### config.mk
export PLATFORM = sky130hd
export DESIGN_NAME = load_store_unit
export DESIGN_NICKNAME = d
export VERILOG_FILES = /design/src/rtl/load_store_unit.sv
export SDC_FILE = /design/constraint.sdc
export NUM_CORES = 1
export LEC_CHECK = 0
export CAP_MARGIN = 20
export CORE_MARGIN = 5
export CORE_UTILIZATION = 50
export CTS_BUF_LIST = sky130_fd_sc_hd__clkbuf_16
export DETAILED_ROUTE_END_ITERATION = 16
export PLACE_DENSITY = 0.86
export SLEW_MARGIN = 10
export SYNTH_ARGS = -nofsm -noshare
export SYNTH_HDL_FRONTEND = slang
export SYNTH_SLANG_ARGS = --single-unit
### constraint.sdc
create_clock -name clk -period 6 [get_ports clk]
set_input_delay 0.6 -clock clk [delete_from_list [all_inputs] [get_ports clk]]
set_output_delay 0.6 -clock clk [all_outputs]
set_load 0.02 [all_outputs]
### src/rtl/load_store_unit.sv
// Data-memory initiator: turns byte/half/word load-store requests into word-wide
// memory accesses, with read-modify-write for sub-word stores and error checking.
module load_store_unit #(
    parameter int DEPTH_WORDS = 4
) (
    input  logic        clk,
    input  logic        rst,
    input  logic        req_valid,
    output logic        req_ready,
    input  logic        req_we,
    input  logic [1:0]  req_size,
    input  logic        req_unsigned,
    input  logic [31:0] req_addr,
    input  logic [31:0] req_wdata,
    output logic        rsp_valid,
    input  logic        rsp_ready,
    output logic [31:0] rsp_rdata,
    output logic        rsp_err,
    output logic        mem_we,
    output logic [31:0] mem_a,
    output logic [31:0] mem_di,
    input  logic [31:0] mem_rd,
    output logic [2:0]  dbg_state
);

    // Handshakes: a transfer happens on a rising edge where valid & ready are both
    // high; valid never waits on ready, and payload is held while valid is unanswered.
    typedef enum logic [2:0] {IDLE, LOAD, MERGE, WRITE, RESP} state_t;

    localparam logic [29:0] DEPTH_L = 30'(DEPTH_WORDS);

    state_t      state;
    logic [31:0] addr_q;
    logic [15:0] wdata_q;
    logic [31:0] merge_q;
    logic [1:0]  size_q;
    logic        uns_q;

    logic        req_err;
    logic [7:0]  ld_byte;
    logic [15:0] ld_half;
    logic [31:0] ld_data;
    logic [31:0] merged;

    always_comb begin
        req_err = 1'b0;
        case (req_size)
            2'b01:   req_err = req_addr[0];
            2'b10:   req_err = |req_addr[1:0];
            2'b11:   req_err = 1'b1;
            default: req_err = 1'b0;
        endcase
        if (req_addr[31:2] >= DEPTH_L)
            req_err = 1'b1;
    end

    // Little-endian lane extraction and sub-word merge, both relative to the latched address.
    always_comb begin
        case (addr_q[1:0])
            2'd0:    ld_byte = mem_rd[7:0];
            2'd1:    ld_byte = mem_rd[15:8];
            2'd2:    ld_byte = mem_rd[23:16];
            default: ld_byte = mem_rd[31:24];
        endcase
        ld_half = addr_q[1] ? mem_rd[31:16] : mem_rd[15:0];

        case (size_q)
            2'b00:   ld_data = uns_q ? {24'b0, ld_byte} : {{24{ld_byte[7]}}, ld_byte};
            2'b01:   ld_data = uns_q ? {16'b0, ld_half} : {{16{ld_half[15]}}, ld_half};
            default: ld_data = mem_rd;
        endcase

        merged = mem_rd;
        if (size_q == 2'b00) begin
            case (addr_q[1:0])
                2'd0:    merged[7:0]   = wdata_q[7:0];
                2'd1:    merged[15:8]  = wdata_q[7:0];
                2'd2:    merged[23:16] = wdata_q[7:0];
                default: merged[31:24] = wdata_q[7:0];
            endcase
        end else if (addr_q[1]) begin
            merged[31:16] = wdata_q;
        end else begin
            merged[15:0] = wdata_q;
        end
    end

    always_ff @(posedge clk or posedge rst) begin
        if (rst) begin
            state     <= IDLE;
            addr_q    <= '0;
            wdata_q   <= '0;
            merge_q   <= '0;
            size_q    <= '0;
            uns_q     <= 1'b0;
            rsp_rdata <= '0;
            rsp_err   <= 1'b0;
        end else begin
            case (state)
                IDLE: begin
                    if (req_valid) begin
                        addr_q    <= req_addr;
                        wdata_q   <= req_wdata[15:0];
                        merge_q   <= req_wdata;
                        size_q    <= req_size;
                        uns_q     <= req_unsigned;
                        rsp_rdata <= '0;
                        rsp_err   <= req_err;
                        if (req_err)
                            state <= RESP;
                        else if (!req_we)
                            state <= LOAD;
                        else if (req_size == 2'b10)
                            state <= WRITE;
                        else
                            state <= MERGE;
                    end
                end
                LOAD: begin
                    rsp_rdata <= ld_data;
                    state     <= RESP;
                end
                MERGE: begin
                    merge_q <= merged;
                    state   <= WRITE;
                end
                WRITE: state <= RESP;
                RESP: begin
                    if (rsp_ready)
                        state <= IDLE;
                end
                default: state <= IDLE;
            endcase
        end
    end

    // Decoded from the state register only, so reset kills a pending write asynchronously.
    assign req_ready = (state == IDLE);
    assign rsp_valid = (state == RESP);
    assign mem_we    = (state == WRITE);
    assign mem_a     = (state == LOAD || state == MERGE || state == WRITE) ?
                       {addr_q[31:2], 2'b00} : 32'h0;
    assign mem_di    = (state == WRITE) ? merge_q : 32'h0;
    assign dbg_state = state;

endmodule

==> impl_metrics.env <==
export IMPL_wl_per_cell_um=20.4
export IMPL_rsz0062_at_grt="false"
export IMPL_yosys_warnings=0
export IMPL_max_cap_violations=0
export IMPL_drt_iter0_markers=542
export IMPL_avgSynthCellArea_um2=9.23
export IMPL_finalCritPeriodShare_pct=57.4
export IMPL_cp_end_kind="output pin"
export IMPL_io_buffers=204
export IMPL_vias=6054
export IMPL_fill_cells=942
export IMPL_clk_pin_slew_ps=50
export IMPL_register_area_um2=2980
export IMPL_yosys_area_top_type="dfrtp_1"
export IMPL_antenna_found_initial=0
export IMPL_first_pass_iters=5
export IMPL_yosysUniqueCellTypes=54
export IMPL_crit_arrival_ps=2850
export IMPL_synth_top_area_share_pct=47.1
export IMPL_crit_chain="buf_16 > nor2_1 > nor2_2 > and2_1 > clkdlybuf4s50_1"
export IMPL_stdcell_area_um2=9010
export IMPL_slew_violations=0
export IMPL_cts_buffers=17
export IMPL_p_leak_nw=4.11
export IMPL_yosys_register_bits=119
export IMPL_grt_pass1_wl_mm=33.0
export IMPL_startpoint_type="flop"
export IMPL_hpwl_mm=15.4
export IMPL_drtAntennaViolNets=0
export IMPL_cts_resized=0
export IMPL_fp_dieH_um=122
export IMPL_period_needed_ps=3450
export IMPL_fin_setup_tns_ps=0
export IMPL_diodes=0
export IMPL_ir_drop_v=0.000225
export IMPL_synth_edff_count=0
export IMPL_finalSetupViolations=0
export IMPL_grt_pass1_vias=6062
export IMPL_worst_slew_pin_slew_ps=1100
export IMPL_cts_buffer_depth=2
export IMPL_dpl_cell_area_um2=8340
export IMPL_initial_core_util_pct=50.5
export IMPL_netlist_area_um2=6320
export IMPL_criticalPathCategory="reg -> out"
export IMPL_multi_input_area_um2=3050
export IMPL_row_count=41
export IMPL_gp_congestion=0.963
export IMPL_drc=0
export IMPL_fp_dieArea_um2=15000
export IMPL_clock_sinks=119
export IMPL_status="finished, final reports clean"
export IMPL_final_cells=1043
export IMPL_skew_ps=10.9
export IMPL_drt_total_wl_mm=21.2
export IMPL_track_usage_pct=28.5
export IMPL_place_inst=1008
export IMPL_grt_start_max_net_pins=69
export IMPL_insertion_delay_ps=420
export IMPL_vias_per_cell=5.80
export IMPL_slew_headroom_pct=26.5
export IMPL_crit_path_top_delay_cell="nor2_2"
export IMPL_clockRootBuffer="clkbuf_16"
export IMPL_tritoncts="built"
export IMPL_seq_area_frac_synth_pct=47.1
export IMPL_yosys_most_used_dff="dfrtp_1"
export IMPL_timing_hold_ws_ps=473
export IMPL_min_path_type="reg -> reg"
export IMPL_grt_overflow_total=0
export IMPL_io_pins=207
export IMPL_die_x_um=122
export IMPL_cts_setup_buffers=0
export IMPL_ctsHoldBuffers=0
export IMPL_required_ps=5400
export IMPL_syn_inst=685
export IMPL_max_stage_delay_ps=650
export IMPL_drive_gt1_share_pct=7.12
export IMPL_power_density_nw_per_um2=291
export IMPL_placeableCoreArea_um2=12500
export IMPL_path_max_fanout=32
export IMPL_htree_num_levels=4
export IMPL_max_freq_mhz=290
export IMPL_num_nets_final=963
export IMPL_synthArstFlopShare_pct=100
export IMPL_ys_top_cells_by_area="dfrtp_1 (47%), nand2_1 (10%), and2_1 (4.1%)"
export IMPL_hold_viol=0
export IMPL_area_growth_syn_to_layout_pct=42.5
-- registers in the layout (all words and copies together) (netlist names) --
name / count
merge_q: 32
size_q: 2
addr_q: 32
dbg_state: 3
rsp_rdata: 32
wdata_q: 16
rsp_err: 1
uns_q: 1
-- layer usage --
metal | routed length (µm) | track usage, % | share of wire [%] | up-vias
met5 | 0 | 0 | 0 | -
met4 | 544 | 10.7 | 2.6 | 0
met3 | 1810 | 7.47 | 8.5 | 50
met2 | 10200 | 47.4 | 48 | 295
met1 | 8680 | 35.8 | 41 | 2937
li1 | - | - | - | 2772
-- layout make-up --
| class | count | area share [%] |
|---|---|---|
| inverter | 5 | 0.236 |
| sequential | 119 | 33.1 |
| timing repair buffer | 212 | 23.9 |
| tap | 172 | 2.39 |
| clock inverter | 14 | 1.85 |
| multi-input combinational | 504 | 33.9 |
| clock buffer | 17 | 4.72 |
-- cells in the mapped netlist, types with 2 or more instances --
| master | count |
|---|---|
| nand2_1 | 173 |
| a221o_1 | 11 |
| nand2b_1 | 2 |
| or3_1 | 2 |
| a21oi_1 | 27 |
| nand3_1 | 17 |
| nor2b_1 | 23 |
| dfrtp_1 | 119 |
| clkbuf_1 | 29 |
| a211oi_1 | 24 |
| and3_1 | 32 |
| a221o_2 | 5 |
| and2_1 | 41 |
| o221ai_1 | 15 |
| o21ai_0 | 10 |
| nor3b_2 | 2 |
| buf_1 | 2 |
| buf_2 | 16 |
| o21ai_2 | 2 |
| nor2_1 | 7 |
| a22o_1 | 16 |
| a31o_2 | 2 |
| o22a_1 | 8 |
| buf_4 | 5 |
| nand4_1 | 4 |
| inv_1 | 4 |
| nor4_1 | 7 |
| nor3_1 | 4 |
| a22oi_1 | 16 |
| a31oi_1 | 2 |
| buf_6 | 4 |
| o21a_1 | 7 |
| mux2_1 | 2 |
| clkbuf_2 | 2 |
| mux2i_1 | 23 |
| nor2_2 | 2 |
-- final timing paths --
kind | depth (start not counted) | endpoint | slack [ps] | start
worst max register to register | 6 | rsp_rdata[22] | 3400 | dbg_state[1]
worst max-delay path | 5 | mem_a[24] | 2550 | dbg_state[1]
worst min-delay path | 2 | addr_q[12] | 470 | addr_q[12]
max in group asynchronous | 3 | rsp_rdata[26] | 4100 | rst
worst min register to register | 2 | addr_q[12] | 470 | addr_q[12]
min in group asynchronous | 2 | addr_q[16] | 700 | rst
-- power by group --
| group | internal, W | switching, W |
|---|---|---|
| sequential | 0.000920 | 0.000109 |
| combinational | 0.000245 | 0.000307 |
| clock | 0.000680 | 0.000358 |
| total | 0.00185 | 0.000774 |
-- worst max-delay path, delay by kind of cell, from the launching register on --
kind | cells | cell delay [ps]
buffers and inverters | 2 | 850
flip-flops | 1 | 610
AND/OR/NAND/NOR | 3 | 970
-- stage by stage --
stage | total power, W | util (%) | worst slack, ps
after floorplan | 0.00137 | - | 2240
after global placement | 0.00154 | 66.6 | 2470
after detailed placement | 0.00157 | 66.6 | 2250
after CTS | 0.00260 | 71.3 | 1710
after global routing | 0.00272 | 72.0 | 2380
final | 0.00262 | 72.0 | 2550
-- cell families (layout without fill, tap and decap cells) --
| family | after synthesis | count (layout) | synth area share [%] |
|---|---|---|---|
| and+or+nand+nor | 327 | 327 | 25.6 |
| other | 1 | 2 | 0.0593 |
| DFF | 119 | 119 | 47.1 |
| AOI/OAI and AO/OA | 149 | 149 | 18.1 |
| buffers and inverters | 63 | 248 | 4.87 |
| muxes | 26 | 26 | 4.18 |
-- cells in the final DEF, fill, tap and decap left out, drive strengths merged, types with 2 or more instances in the layout --
master | netlist | routed
clkdlybuf4s50 | 0 | 204
nand2 | 174 | 174
dfrtp | 119 | 119
and2 | 41 | 41
and3 | 32 | 32
a21oi | 27 | 27
a211oi | 24 | 24
nor2b | 23 | 23
mux2i | 23 | 23
nand3 | 17 | 17
clkbuf | 31 | 17
a22oi | 17 | 17
a22o | 16 | 16
a221o | 16 | 16
o221ai | 15 | 15
o21ai | 13 | 13
nor2 | 9 | 9
o22a | 8 | 8
buf | 27 | 8
clkinv | 1 | 8
nor4 | 7 | 7
o21a | 7 | 7
inv | 4 | 6
nor3 | 4 | 4
nand4 | 4 | 4
bufinv | 0 | 4
nand2b | 3 | 3
mux2 | 3 | 3
nor3b | 3 | 3
a31o | 2 | 2
a31oi | 2 | 2
conb | 1 | 2
or3 | 2 | 2
and2b | 2 | 2
or3b | 2 | 2
No activity file was read; power rests on OpenSTA's default activity.
